**config.mk**
```make
export PLATFORM = sky130hd
export DESIGN_NAME = relay_run_controller
export DESIGN_NICKNAME = d
export VERILOG_FILES = /design/src/rtl/relay_ctrl_pkg.sv /design/src/rtl/relay_trace_fifo.sv /design/src/rtl/relay_run_controller.sv
export SDC_FILE = /design/constraint.sdc
export NUM_CORES = 1
export LEC_CHECK = 0
export CAP_MARGIN = 15
export CORE_MARGIN = 3
export CORE_UTILIZATION = 35
export CTS_CLUSTER_DIAMETER = 60
export DETAILED_ROUTE_END_ITERATION = 10
export HOLD_SLACK_MARGIN = 0.12
export PLACE_DENSITY = 0.54
export REMOVE_ABC_BUFFERS = 1
export SYNTH_ARGS = -nofsm -noshare
export SYNTH_HDL_FRONTEND = slang
export SYNTH_SLANG_ARGS = --single-unit
```
**constraint.sdc**
```tcl
create_clock -name clock -period 15.2 [get_ports clock]
set_clock_uncertainty 0.2 [all_clocks]
set_input_delay 3.8 -clock clock [delete_from_list [all_inputs] [get_ports clock]]
set_output_delay 3.8 -clock clock [all_outputs]
set_load 0.05 [all_outputs]
```
**src/rtl/relay_ctrl_pkg.sv**
```systemverilog
// Shared types for the relay run controller: FSM state encoding and default record width.
// No logic; imported by the controller and its testbench-facing top.
package relay_ctrl_pkg;

   typedef enum logic [2:0] {
      IDLE  = 3'd0,
      LOAD  = 3'd1,
      RUN   = 3'd2,
      DRAIN = 3'd3,
      DONE  = 3'd4
   } state_t;

   // One output_struct record is 12 bytes.
   localparam int REC_W_DEFAULT = 96;

endpackage

```
**src/rtl/relay_trace_fifo.sv**
```systemverilog
// First-word-fall-through FIFO for trace records; head visible 1 cycle after push.
// Push while full is dropped unless a pop happens in the same cycle; pop while empty is ignored.
module relay_trace_fifo #(
   parameter int W     = 96,
   parameter int DEPTH = 16,
   localparam int AW   = $clog2(DEPTH)
) (
   input  logic          clock,
   input  logic          reset,
   input  logic          push,
   input  logic [W-1:0]  din,
   input  logic          pop,
   output logic [W-1:0]  dout,
   output logic          full,
   output logic          empty,
   output logic [AW:0]   count
);

   logic [W-1:0]  mem [DEPTH];
   logic [AW-1:0] wr_ptr;
   logic [AW-1:0] rd_ptr;
   logic          do_push;
   logic          do_pop;

   assign empty   = (count == '0);
   assign full    = (count == (AW+1)'(DEPTH));
   assign do_pop  = pop && !empty;
   assign do_push = push && (!full || do_pop);
   assign dout    = mem[rd_ptr];

   always_ff @(posedge clock) begin
      if (do_push) mem[wr_ptr] <= din;
   end

   // Pointers wrap naturally because DEPTH is a power of two.
   always_ff @(posedge clock or posedge reset) begin
      if (reset) begin
         wr_ptr <= '0;
         rd_ptr <= '0;
         count  <= '0;
      end else begin
         if (do_push) wr_ptr <= wr_ptr + AW'(1);
         if (do_pop)  rd_ptr <= rd_ptr + AW'(1);
         case ({do_push, do_pop})
            2'b10:   count <= count + (AW+1)'(1);
            2'b01:   count <= count - (AW+1)'(1);
            default: count <= count;
         endcase
      end
   end

endmodule

```
**src/rtl/relay_run_controller.sv**
```systemverilog
// Loads a program image, clock-enables the relay computer until Halt (or timeout with RELAY_RUN_TIMEOUT_EN), drains trace.
// Memory write 1 cycle after accept; a full trace FIFO stalls the computer via comp_run; out_ready backpressures the FIFO.
module relay_run_controller
   import relay_ctrl_pkg::*;
#(
   parameter int ADDR_W      = 15,
   parameter int REC_W       = REC_W_DEFAULT,
   parameter int TRACE_DEPTH = 16,
   parameter int MAX_CYCLES  = 65535
) (
   input  logic              clock,
   input  logic              reset,
   input  logic              start,
   input  logic              in_valid,
   input  logic [7:0]        in_data,
   input  logic              in_last,
   output logic              in_ready,
   output logic              mem_we,
   output logic [ADDR_W-1:0] mem_addr,
   output logic [7:0]        mem_wdata,
   output logic              comp_run,
   input  logic              comp_halt,
   input  logic              rec_valid,
   input  logic [REC_W-1:0]  rec_data,
   output logic              out_valid,
   output logic [REC_W-1:0]  out_data,
   output logic              out_last,
   input  logic              out_ready,
   output logic              done,
   output logic              load_ovf,
   output logic              trace_ovf,
   output logic              timeout
);

   localparam int CW = $clog2(TRACE_DEPTH) + 1;

   state_t            state;
   state_t            state_nxt;
   logic [ADDR_W:0]   addr;
   logic              start_go;
   logic              accept;
   logic              addr_ovf;
   logic              timeout_hit;
   logic              fifo_push;
   logic              fifo_pop;
   logic              fifo_full;
   logic              fifo_empty;
   logic [REC_W-1:0]  fifo_dout;
   logic [CW-1:0]     fifo_count;

   assign start_go  = start && ((state == IDLE) || (state == DONE));
   assign accept    = in_valid && in_ready;
   // The extra MSB marks that the last address has been written; addr saturates there.
   assign addr_ovf  = addr[ADDR_W];
   assign fifo_push = (state == RUN) && rec_valid;
   assign fifo_pop  = out_valid && out_ready;
   assign out_data  = out_valid ? fifo_dout : '0;
   assign out_last  = out_valid && (state == DRAIN) && (fifo_count == CW'(1));

   relay_trace_fifo #(
      .W     (REC_W),
      .DEPTH (TRACE_DEPTH)
   ) u_trace_fifo (
      .clock (clock),
      .reset (reset),
      .push  (fifo_push),
      .din   (rec_data),
      .pop   (fifo_pop),
      .dout  (fifo_dout),
      .full  (fifo_full),
      .empty (fifo_empty),
      .count (fifo_count)
   );

   always_ff @(posedge clock or posedge reset) begin
      if (reset) state <= IDLE;
      else       state <= state_nxt;
   end

   always_comb begin
      state_nxt = state;
      case (state)
         IDLE, DONE: if (start) state_nxt = LOAD;
         LOAD:       if (accept && in_last) state_nxt = RUN;
         RUN:        if (comp_halt || timeout_hit) state_nxt = DRAIN;
         DRAIN:      if (fifo_empty || ((fifo_count == CW'(1)) && fifo_pop)) state_nxt = DONE;
         default:    state_nxt = IDLE;
      endcase
   end

   always_comb begin
      in_ready  = 1'b0;
      comp_run  = 1'b0;
      out_valid = 1'b0;
      done      = 1'b0;
      case (state)
         LOAD: in_ready = 1'b1;
         RUN: begin
            comp_run  = !fifo_full && !comp_halt;
            out_valid = !fifo_empty;
         end
         DRAIN: out_valid = !fifo_empty;
         DONE:  done = 1'b1;
         default: ;
      endcase
   end

   always_ff @(posedge clock or posedge reset) begin
      if (reset) begin
         addr      <= '0;
         mem_we    <= 1'b0;
         mem_addr  <= '0;
         mem_wdata <= '0;
         load_ovf  <= 1'b0;
      end else begin
         mem_we <= 1'b0;
         if (start_go) begin
            addr     <= '0;
            load_ovf <= 1'b0;
         end else if (accept) begin
            if (!addr_ovf) begin
               mem_we    <= 1'b1;
               mem_addr  <= addr[ADDR_W-1:0];
               mem_wdata <= in_data;
               addr      <= addr + (ADDR_W+1)'(1);
            end else begin
               load_ovf <= 1'b1;
            end
         end
      end
   end

   always_ff @(posedge clock or posedge reset) begin
      if (reset)                                   trace_ovf <= 1'b0;
      else if (start_go)                           trace_ovf <= 1'b0;
      else if (fifo_push && fifo_full && !fifo_pop) trace_ovf <= 1'b1;
   end

`ifdef RELAY_RUN_TIMEOUT_EN
   logic [31:0] cyc_cnt;

   // Fires on the MAX_CYCLES-th enabled cycle; the DRAIN transition removes comp_run next cycle.
   assign timeout_hit = comp_run && (cyc_cnt == 32'(MAX_CYCLES - 1));

   always_ff @(posedge clock or posedge reset) begin
      if (reset) begin
         cyc_cnt <= '0;
         timeout <= 1'b0;
      end else if (start_go) begin
         cyc_cnt <= '0;
         timeout <= 1'b0;
      end else if (comp_run) begin
         cyc_cnt <= cyc_cnt + 32'd1;
         if (timeout_hit) timeout <= 1'b1;
      end
   end
`else
   logic unused_max_cycles;

   assign timeout_hit       = 1'b0;
   assign timeout           = 1'b0;
   assign unused_max_cycles = (MAX_CYCLES != 0);
`endif

endmodule

```
# Yosys cells after proc, flatten, opt, wreduce, memory -nomap -nowiden
# Memories as Yosys holds them, arrays and structs flattened.
# Index checks and enable logic that the tools add are counted.
classes:
  addsub: 5
  eq_ne: 13
  muxes: 24
  bitwise: 2
  reduce_logical: 32
op_table:
  columns: ["op", "n"]
  rows:
  - ["$mux W96", 1]
  - ["$mux W16", 3]
  - ["$add A16 B1 Y16 const B", 1]
  - ["$mux W1", 14]
  - ["$logic_and A1 B1 Y1", 13]
  - ["$mux W3", 4]
  - ["$pmux W3 S4", 1]
  - ["$pmux W5 S2", 1]
  - ["$add A4 B1 Y4 const B", 2]
  - ["$reduce_bool A2 Y1", 4]
  - ["$eq A3 B2 Y1 const B", 2]
  - ["$ne A2 B2 Y1 const B", 3]
  - ["$add A5 B1 Y5 const B", 1]
  - ["$eq A5 B1 Y1 const B", 1]
  - ["$eq A5 B5 Y1 const B", 1]
  - ["$logic_not A5 Y1", 1]
  - ["$sub A5 B1 Y5 const B", 1]
  - ["$logic_not A1 Y1", 4]
  - ["$ne A2 B1 Y1 const B", 2]
  - ["$reduce_and A2 Y1", 2]
  - ["$reduce_and A4 Y1", 1]
  - ["$reduce_or A2 Y1", 2]
  - ["$eq A3 B1 Y1 const B", 1]
  - ["$eq A3 B3 Y1 const B", 1]
  - ["other kinds (6)", 9]
totals:
  regBits: 58
  mem_bits_rw: 1536
  in_bits: 112
  elab_cells: 88
  n_memories: 1
memory_table:
  columns: ["name", "words", "width", "read_ports", "rd_clocked_by_memory_dff", "wr", "line", "source"]
  rows:
  - ["u_trace_fifo.mem", 16, 96, 1, 0, 1, "relay_trace_fifo.sv:19", "logic [W-1:0] mem [DEPTH];"]

# Depth between registers and ports, before layout
# Gate-level depths: netlist (run 1).
logic_depth:
  depth_word: 9
  ltp_mapped: 10

# Cells and area by module
# From an unflattened synthesis (run 1), not the netlist that was laid out.
hier_totals:
  hier_cells: 2785
  area_unflattened_um2: 60977.2
by_module_without_submodules:
  columns: ["mod", "n_inst", "cells_each", "area_each_um2"]
  rows:
  - ["relay_trace_fifo", 1, 2451, 58243.4]
  - ["relay_run_controller", 1, 334, 2733.9]

# Worst setup path before layout (run 1)
# OpenSTA, ideal clock, no wires.
synth_path:
  path_kind: "input -> register"
  start: "input port out_ready"
  end: "memory u_trace_fifo.mem[3][0] (enable)"
  arrival_ps: 10753
  required_ps: 14332
  slack_ps: 3579
  cell_stages: 4
  n_path_buf: 1
  cell_sequence: "o311a_1 -> buf_2 -> nand2_1 -> nor3_1"
synth_via:
  elab_chain_cells: 6
synth_lines:
  columns: ["element", "line", "source"]
  rows:
  - ["start: declaration", "relay_run_controller.sv:28", "input logic out_ready,"]
  - ["$logic_and A1 B1 Y1", "relay_run_controller.sv:56", "assign fifo_pop = out_valid && out_ready;"]
  - ["$logic_and A1 B1 Y1", "relay_trace_fifo.sv:27", "assign do_pop = pop && !empty;"]
  - ["$logic_or A1 B1 Y1", "relay_trace_fifo.sv:28", "assign do_push = push && (!full || do_pop);"]
  - ["$logic_and A1 B1 Y1", "relay_trace_fifo.sv:28", null]
  - ["$mux W1", "relay_trace_fifo.sv:32", "if (do_push) mem[wr_ptr] <= din;"]
  - ["$mux W1 (implied by the code)", "relay_trace_fifo.sv:32", null]
  - ["end: declaration", "relay_trace_fifo.sv:19", null]
# Every way passes these cells.

# Worst setup path after layout (run 1)
layout_path:
  start: "register u_trace_fifo.rd_ptr[0]"
  end: "output port out_data[27]"
layout_via:
  elab_chain_cells: 2
layout_lines:
  columns: ["element", "line", "source"]
  rows:
  - ["start: declaration", "relay_trace_fifo.sv:21", "logic [AW-1:0] rd_ptr;"]
  - ["start signal: assignment", "relay_trace_fifo.sv:43", "if (do_pop) rd_ptr <= rd_ptr + AW'(1);"]
  - ["$mem_v2 Z16 W96", null, null]
  - ["$mux W96", "relay_run_controller.sv:57", "assign out_data = out_valid ? fifo_dout : '0;"]
  - ["end: declaration", "relay_run_controller.sv:26", "output logic [REC_W-1:0] out_data,"]
# Every way passes these cells.

==> impl_metrics.yaml, run 1 <==
power_and_ir_drop:
  seq_power_share_pct: 40.4
  p_per_area_nw_per_um2: 177
  vdd_drop_max_mv: 0.0949
  switching_power_uw: 3870
  comb_power_share_pct: 28.0
  swShare_pct: 30.7
  clkPwrFrac_pct: 31.6
  internal_power_uw: 8750
  finalPower_uw: 12600
  p_leak_uw: 0.0222
detailed_routing:
  routed-wl-met2_mm: 74.4
  num_vias: 28439
  drc: 0
  antenna_left: 0
  wl_met3_mm: 8.50
  dr.pass1.iters: 5
  wl_met1_mm: 62.4
  routed.top_layer: "met5"
  wl_mm: 148
  drt_iter0_drc: 2546
  avgViaCountPerCell: 5.26
  avgRoutedWirePerCell_um: 27.5
logic_synthesis:
  yosysTopAreaCell: "edfxtp_1"
  synth-main-ff-cell: "edfxtp_1"
  synthCells: 2624
  async_flop_share_pct: 3.64
  synthTopCellsByCount: "edfxtp_1, mux4_2, nand2_1"
  netlist_area_um2: 60500
  ys_types: 55
  yosysTopAreaCellShare_pct: 76.2
  syn_area_per_cell_um2: 23.1
  synth_seq_cells: 1594
  yosys.cell_count.top_type: "edfxtp_1"
  synth_area_leaders: "edfxtp_1, mux4_2, dfrtp_1"
  yosysWarnings: 0
  ys_seq_area_share_pct: 78.6
  synth_edf_count: 1536
global_routing:
  globalRouteTotalUtil_pct: 16.6
  antenna_found_initial: 18
  grt_max_degree: 103
  grt_pass1_vias: 29968
  grt_pass1_wl_mm: 215
  globalRouteOverflowTotal: 0
critical_path:
  reg2reg_slack_ns: 10.39
  worstSetupStartpoint: "u_trace_fifo.rd_ptr[0]"
  cp_top_family: "buffers and inverters"
  cp_cell_sequence: "buf_4 > buf_12 > mux4_2 > mux2_2 > o21ai_1 > a21oi_1 > clkdlybuf4s50_1"
  r2r-end: "u_trace_fifo.mem[4][76]"
  critical_path_required_ns: 11.20
  r2r_cells: 8
  cp_slowest_cell: "dfrtp_4"
  worst-path-max-fanout: 102
  cpPeakStageDelay_ns: 1.05
  end_kind: "output pin"
  cp-start-kind: "flip-flop"
  cp.arrival_ns: 5.55
  criticalPathCategory: "reg2out"
  rr_startpoint: "u_trace_fifo.count[0]"
  cp.buffers_inverters: 3
cts:
  cts_resized: 0
  cts_root_buffer: "clkbuf_16"
  cts_tree: "built"
  holdBufCountCts: 0
  clock_latency_ns: 0.80
  clockBufferDepth: 3
  cts.sinks: 1594
  cts_htree_levels: 4
  cts_setup_buffers: 0
  cts_made_buffers: 169
  path_clk_slew_ns: 0.06
timing:
  finalSetupViolCount: 0
  finalCriticalPeriod_ns: 9.55
  clock.fmax_ghz: 0.105
  timing.hold.ws_ns: 0.278
  min_period_over_period_pct: 62.8
  hold_viol_final: 0
  rsz0062_at_grt: "no"
  final.setup.tns_ns: 0
  tightest_slew_ns: 1.15
  max_slew_margin_pct: 23.2
  finalMaxSlewViolations: 0
floorplan:
  die_h_um: 422
  core_area_um2: 172000
  start_util_pct: 35.2
  num_rows: 152
  die-area_um2: 178000
  ios: 240
  die_x_um: 422
status:
  status: "finished, final reports clean"
min_path:
  min_to: "mem_wdata[7]"
  hold-path-cell-count: 2
  hold_class: "reg2reg"
  hp-start: "mem_wdata[7]"
run:
  cap_violations: 0
layout:
  num-nets-final: 3073
  final_cells: 5404
  syn_to_final_growth_pct: 17.5
  drive_gt1_share_pct: 23.7
  postLayoutCoreUtil_pct: 41.4
  fillers: 14750
placed_design:
  place_hpwl_mm: 75.9
  dp_cells: 5089
  place.gp.congestion: 0.727
  port_buffers: 238
==> registers in the layout, indices dropped and copies added (netlist names) <==
| signal | count |
|---|---|
| mem_addr | 15 |
| load_ovf | 1 |
| state | 3 |
| mem_we | 1 |
| trace_ovf | 1 |
| u_trace_fifo.wr_ptr | 4 |
| u_trace_fifo.count | 5 |
| addr | 16 |
| u_trace_fifo.rd_ptr | 4 |
| u_trace_fifo.mem | 1536 |
| mem_wdata | 8 |
==> power groups by stage <==
| stage | logic, µW | clock network, µW | registers (µW) |
|---|---|---|---|
| floorplan | 3080 | 0 | 5520 |
| global placement | 3570 | 0 | 5180 |
| detailed placement | 3610 | 0 | 5190 |
| CTS | 3620 | 4090 | 5100 |
| global route | 3760 | 4280 | 5120 |
| finish | 3540 | 3990 | 5100 |
==> worst min-delay path, delay by kind of cell (launching register included) <==
family	cells	cell delay, ns
AND/OR/NAND/NOR	2	0.10
flip-flops	1	0.34
==> worst max-delay path by stage <==
stage	end	slack, ns	cells past startpoint
global route	out_data[27]	5.17	7
CTS	out_data[27]	5.43	7
detailed placement	comp_run	5.78	3
floorplan	out_data[94]	-5.76	2
global placement	comp_run	5.76	3
finish	out_data[27]	5.65	7
==> kinds of logic (layout without fill, tap and decap cells) <==
group / count (synthesis) / after routing / synth area share (%)
xor+xnor: 16 / 16 / 0.231
buf+inv: 158 / 618 / 1.29
flops: 1594 / 1594 / 78.6
other cells: 1 / 11 / 0.00619
fa+ha+maj: 11 / 11 / 0.227
mux: 441 / 441 / 15.3
simple gates: 186 / 186 / 1.53
compound gates: 217 / 217 / 2.87
==> placed cells by master (no fill, tap or decap), types with 5 or more instances in the layout <==
cell type / count
edfxtp_1: 1536
mux4_2: 383
clkdlybuf4s50_1: 238
clkbuf_16: 171
nand2_1: 93
a22o_1: 70
a221o_1: 70
buf_4: 61
dfrtp_1: 54
clkbuf_1: 47
a21oi_1: 34
clkinv_1: 33
mux2i_1: 32
mux2_2: 26
o21ai_1: 25
clkinv_2: 17
nor2_1: 15
bufinv_16: 14
xnor2_1: 12
nor2_4: 12
ha_1: 11
diode_2: 10
inv_1: 10
nand3_1: 8
nor3_1: 8
o21ai_0: 6
nor4_1: 6
nand4_1: 6
inv_6: 6
clkinv_8: 5
inv_16: 5
==> routing by layer <==
metal  global-route usage (%)  up-vias
li1                         -    11885
met2                     27.4      875
met4                     4.90        4
met3                     3.40      226
met5                        0        -
met1                     22.2    15449
==> through the flow <==
| stage | setup WS [ns] | instance area (µm²) |
|---|---|---|
| after floorplan | -5.76 | 59800 |
| after global placement | 5.76 | 65700 |
| after detailed placement | 5.78 | 65700 |
| after CTS | 5.43 | 71100 |
| after global routing | 5.17 | 71100 |
| final | 5.65 | 71100 |
==> area by class of cell <==
type	count	area (µm²)	share of cell area (%)
Sequential cell	1594	47600	66.9
Inverter	13	48.8	0.0686
Multi-Input combinational cell	872	12300	17.3
Tap cell	2310	2890	4.06
Antenna cell	10	25.0	0.0352
Timing Repair Buffer	300	2860	4.02
Clock buffer	218	4460	6.27
Clock inverter	87	925	1.30
Note: power is estimated with default switching activity, not from simulation.
==> run 2, diff against run 1 <==
==> constraint.sdc (replaced) <==
create_clock -name clock -period 8.9 [get_ports clock]
set_clock_uncertainty 0.2 [all_clocks]
set_input_delay 2.225 -clock clock [delete_from_list [all_inputs] [get_ports clock]]
set_output_delay 2.225 -clock clock [all_outputs]
set_load 0.05 [all_outputs]
==> impl_metrics.yaml, run 2 (synthesis results as in run 1) <==
status:
  status: "finished, final reports clean"
critical_path:
  cp.arrival_ns: 4.58
  cp-start-kind: "flip-flop"
  criticalPathCategory: "reg2out"
  worstSetupStartpoint: "u_trace_fifo.rd_ptr[1]"
  r2r_cells: 5
  r2r-end: "u_trace_fifo.mem[10][30]"
  crit_end: "out_data[4]"
  worst-path-max-fanout: 50
  critical_path_required_ns: 6.48
  rr_startpoint: "state[0]"
  reg2reg_slack_ns: 4.84
  end_kind: "output pin"
layout:
  syn_to_final_growth_pct: 17.9
  num-nets-final: 3077
  layout_commonest_cell: "edfxtp_1"
  largest_reg_flops: 1536
  design_area_um2: 71300
  final_cells: 5406
  max_flop_register: "u_trace_fifo.mem"
  postLayoutCoreUtil_pct: 41.5
  drive_gt1_share_pct: 24.0
  reg.largest.list: "u_trace_fifo.mem x1536, addr x16, mem_addr x15"
  layout_common_cells: "edfxtp_1, mux4_2, clkdlybuf4s50_1"
timing:
  finalSetupViolCount: 0
  clock.fmax_ghz: 0.143
  max_slew_margin_pct: 23.1
  tightest_slew_ns: 1.15
  rsz0062_at_grt: "no"
  finalMaxSlewViolations: 0
  min_period_over_period_pct: 78.7
  final.setup.tns_ns: 0
  hold_viol_final: 0
  finalCriticalPeriod_ns: 7.01
power_and_ir_drop:
  clkPwrFrac_pct: 31.7
  swShare_pct: 30.7
  p_leak_uw: 0.0223
  vdd_drop_max_mv: 0.222
  seq_power_share_pct: 40.3
  p_per_area_nw_per_um2: 303
  switching_power_uw: 6620
  internal_power_uw: 15000
  comb_power_share_pct: 28.0
detailed_routing:
  wl_mm: 149
  drc: 0
  avgRoutedWirePerCell_um: 27.6
  dr.pass1.iters: 5
  antenna_left: 0
  num_vias: 28343
  avgViaCountPerCell: 5.24
  drt_iter0_drc: 2349
global_routing:
  grt_pass1_vias: 30253
  antenna_found_initial: 17
  grt_max_degree: 89
  grt_pass1_wl_mm: 216
  globalRouteTotalUtil_pct: 16.7
  globalRouteOverflowTotal: 0
cts:
  clock_latency_ns: 0.79
  cts_htree_levels: 4
  cts_root_buffer: "clkbuf_16"
  clockBufferDepth: 3
  cts_resized: 0
  path_clk_slew_ns: 0.06
  cts_made_buffers: 172
  cts_tree: "built"
  cts_setup_buffers: 0
  holdBufCountCts: 0
  cts.sinks: 1594
placed_design:
  port_buffers: 238
  dp_cells: 5090
  place.gp.congestion: 0.754
  dpl_cell_area_um2: 65900
  place_hpwl_mm: 74.2
floorplan:
  die_h_um: 422
  ios: 240
  die_x_um: 422
  die-area_um2: 178000
  core_area_um2: 172000
  start_util_pct: 35.2
  num_rows: 152
run:
  cap_violations: 0
min_path:
  hold_class: "reg2reg"
[run 2: stage by stage]
stage	setup WS [ns]	total power (µW)	hold slack, ns
2_1_floorplan	-10.48	13700	0.276
3_3_place_gp	2.65	14900	0.267
3_5_place_dp	2.59	15100	0.269
4_1_cts	1.74	21900	0.282
5_1_grt	1.71	22500	0.302
6_report	1.89	21600	0.282
[run 2: routing by layer]
metal | vias to the layer above | part of all wire, % | GRT usage, %
li1 | 11892 | - | -
met1 | 15443 | 42 | 22.5
met2 | 798 | 50 | 28.0
met3 | 206 | 5.4 | 3.21
met4 | 4 | 1.8 | 4.36
met5 | - | 0.014 | 0
[run 2: how the worst min path moves through the flow]
stage                 start      endpoint  slack [ns]  cells past startpoint
2_1_floorplan      addr[14]  mem_addr[14]        0.28                      2
3_3_place_gp   mem_wdata[2]  mem_wdata[2]        0.27                      2
3_5_place_dp   mem_wdata[6]  mem_wdata[6]        0.27                      2
4_1_cts        mem_wdata[6]  mem_wdata[6]        0.28                      2
5_1_grt        mem_wdata[6]  mem_wdata[6]        0.30                      2
6_report       mem_wdata[7]  mem_wdata[7]        0.28                      2
[run 2: final cells by class]
class | count | area (µm²)
Sequential cell | 1594 | 47600
Antenna cell | 10 | 25.0
Inverter | 13 | 48.8
Tap cell | 2310 | 2890
Multi-Input combinational cell | 872 | 12300
Clock inverter | 92 | 885
Clock buffer | 214 | 4550
Fill cell | 14760 | 100000
Timing Repair Buffer | 301 | 3060
[run 2: critical path, cell delays in order (launching register included)]
cell             delay, ns
dfrtp_4               0.68
buf_4                 0.77
buf_4                 0.71
mux4_2                0.42
a221o_1               0.42
clkdlybuf4s50_1       0.73
[run 2: power groups by stage]
| stage | Clock (µW) | Sequential, µW | Combinational [µW] |
|---|---|---|---|
| after floorplan | 0 | 9290 | 4390 |
| after global routing | 7350 | 8730 | 6440 |
| after CTS | 7020 | 8710 | 6210 |
| after detailed placement | 0 | 8860 | 6190 |
| after global placement | 0 | 8840 | 6090 |
| final | 6830 | 8700 | 6050 |
==> run 3, diff against run 2 <==
--- a/config.mk
+++ b/config.mk
@@ -11,7 +11,7 @@
 export CTS_CLUSTER_DIAMETER = 60
 export DETAILED_ROUTE_END_ITERATION = 10
 export HOLD_SLACK_MARGIN = 0.12
-export PLACE_DENSITY = 0.54
+export PLACE_DENSITY = 0.56
 export REMOVE_ABC_BUFFERS = 1
 export SYNTH_ARGS = -nofsm -noshare
 export SYNTH_HDL_FRONTEND = slang
==> constraint.sdc (replaced) <==
create_clock -name clock -period 5.9 [get_ports clock]
set_clock_uncertainty 0.2 [all_clocks]
set_input_delay 1.475 -clock clock [delete_from_list [all_inputs] [get_ports clock]]
set_output_delay 1.475 -clock clock [all_outputs]
set_load 0.05 [all_outputs]
==> impl_metrics.yaml, run 3 (synthesis results as in run 1) <==
cts:
  clock_latency_ns: 0.79
  cts_htree_levels: 4
  cts_tree: "built"
  path_clk_slew_ns: 0.06
  holdBufCountCts: 0
  cts_made_buffers: 173
  cts_root_buffer: "clkbuf_16"
  cts.sinks: 1594
  clockBufferDepth: 3
layout:
  largest_reg_flops: 1536
  postLayoutCoreUtil_pct: 42.0
  drive_gt1_share_pct: 24.8
  syn_to_final_growth_pct: 19.0
  num-nets-final: 3098
  fillers: 14773
  reg.largest.list: "u_trace_fifo.mem x1536, addr x16, mem_addr x15"
  layout_commonest_cell: "edfxtp_1"
  max_flop_register: "u_trace_fifo.mem"
  design_area_um2: 72100
  layout_common_cells: "edfxtp_1, mux4_2, clkdlybuf4s50_1"
detailed_routing:
  wl_mm: 149
  drc: 0
  drt_iter0_drc: 2716
  avgViaCountPerCell: 5.21
  num_vias: 28350
  antenna_left: 0
  dr.pass1.iters: 5
  avgRoutedWirePerCell_um: 27.4
timing:
  max_slew_margin_pct: 37.7
  tightest_slew_ns: 0.934
  finalSetupViolCount: 0
  min_period_over_period_pct: 96.0
  worst_slack_ns: 0.237
  hold_viol_final: 0
  clock.fmax_ghz: 0.177
  finalCriticalPeriod_ns: 5.66
  final.setup.tns_ns: 0
  rsz0062_at_grt: "no"
  finalMaxSlewViolations: 0
global_routing:
  globalRouteOverflowTotal: 0
  globalRouteTotalUtil_pct: 16.8
  grt_pass1_vias: 29703
  grt_pass1_wl_mm: 216
  antenna_found_initial: 19
  grt_max_degree: 88
placed_design:
  place_hpwl_mm: 75.7
  dpl_cell_area_um2: 66500
  dpl_worst_slack_ns: 0.748
  port_buffers: 238
  place.gp.congestion: 0.734
critical_path:
  cp_cell_sequence: "inv_1 > ha_1 > nor4b_4 > nand2b_2 > nor3b_4 > buf_12 > a221o_1 > clkdlybuf4s50_1"
  worst-path-max-fanout: 37
  cpPeakStageDelay_ns: 1.00
  cp_top_family: "buffers and inverters"
  rr_startpoint: "u_trace_fifo.count[0]"
  end_kind: "output pin"
  cp.arrival_ns: 3.99
  cp_slowest_cell: "clkdlybuf4s50_1"
  cp-start-kind: "flip-flop"
  cp.buffers_inverters: 3
  criticalPathCategory: "reg2out"
  worstSetupStartpoint: "u_trace_fifo.count[0]"
  critical_path_required_ns: 4.22
run:
  cap_violations: 0
min_path:
  hp-start: "mem_addr[1]"
  hold_class: "reg2reg"
status:
  status: "finished, final reports clean"
floorplan:
  die_x_um: 422
  die_h_um: 422
  die-area_um2: 178000
  core_area_um2: 172000
  num_rows: 152
  start_util_pct: 35.2
  ios: 240
power_and_ir_drop:
  p_per_area_nw_per_um2: 456
  p_leak_uw: 0.0228
  vdd_drop_max_mv: 0.353
==> run 3: cell count changes in the layout (fill, tap and decap cells not counted), moves of 4 or more <==
cell | before | now
buf_12 | 16 | 54
clkdlybuf4s50_1 | 238 | 217
buf_4 | 47 | 28
clkinv_2 | 24 | 39
dlymetal6s2s_1 | 0 | 13
dlygate4sd2_1 | 0 | 8
diode_2 | 10 | 5
clkbuf_1 | 37 | 41
==> run 3: area by class of cell <==
type / count / area (µm²) / share of cell area, %
sequential: 1594 / 47600 / 66.0
multi-input combinational: 872 / 12300 / 17.1
clock buffer: 215 / 4510 / 6.26
timing repair buffer: 321 / 3710 / 5.15
tap: 2310 / 2890 / 4.01
clock inverter: 107 / 988 / 1.37
inverter: 13 / 48.8 / 0.0677
antenna: 5 / 12.5 / 0.0174
==> run 3: metal layers <==
| layer | GRT usage, % | wire length, µm | share of wire [%] |
|---|---|---|---|
| met4 | 4.23 | 2740 | 1.8 |
| met5 | 0 | 83 | 0.056 |
| met1 | 22.9 | 64700 | 43 |
| met3 | 2.99 | 7310 | 4.9 |
| met2 | 27.8 | 74400 | 50 |
==> run 3: final timing paths <==
kind / depth (start not counted) / endpoint / slack (ns)
setup / recovery: 8 / out_data[87] / 0.24
hold / removal: 2 / mem_addr[1] / 0.27
hold reg to reg: 2 / mem_addr[1] / 0.27
min in group asynchronous: 2 / addr[0] / 0.98
setup reg to reg: 7 / u_trace_fifo.mem[12][37] / 2.59
max in group asynchronous: 3 / mem_wdata[1] / 3.72
==> run 3: timing repair <==
item                                   4_1_cts  5_1_grt
setup endpoints to repair                    8       15
setup buffers                                0        0
endpoints found under the hold margin        0        0
resized for setup                            8       14
==> run 3: per-stage QoR <==
step | instances | total power, µW | hold WS [ns]
after global placement | 5110 | 23000 | 0.256
after detailed placement | 5110 | 23000 | 0.262
after global routing | 5434 | 34300 | 0.303
final | 5437 | 32900 | 0.273
after floorplan | 2479 | 19700 | 0.276
after CTS | 5432 | 33400 | 0.277
==> run 3: power breakdown <==
part           switching [µW]  internal [µW]
registers                 304          12700
logic                    5450           4020
clock network            4450           5930
==> run 3: worst min-delay path: stages, from the launching register on <==
cell	delay (ns)
dfrtp_1	0.34
nand2_1	0.05
nand2_1	0.05
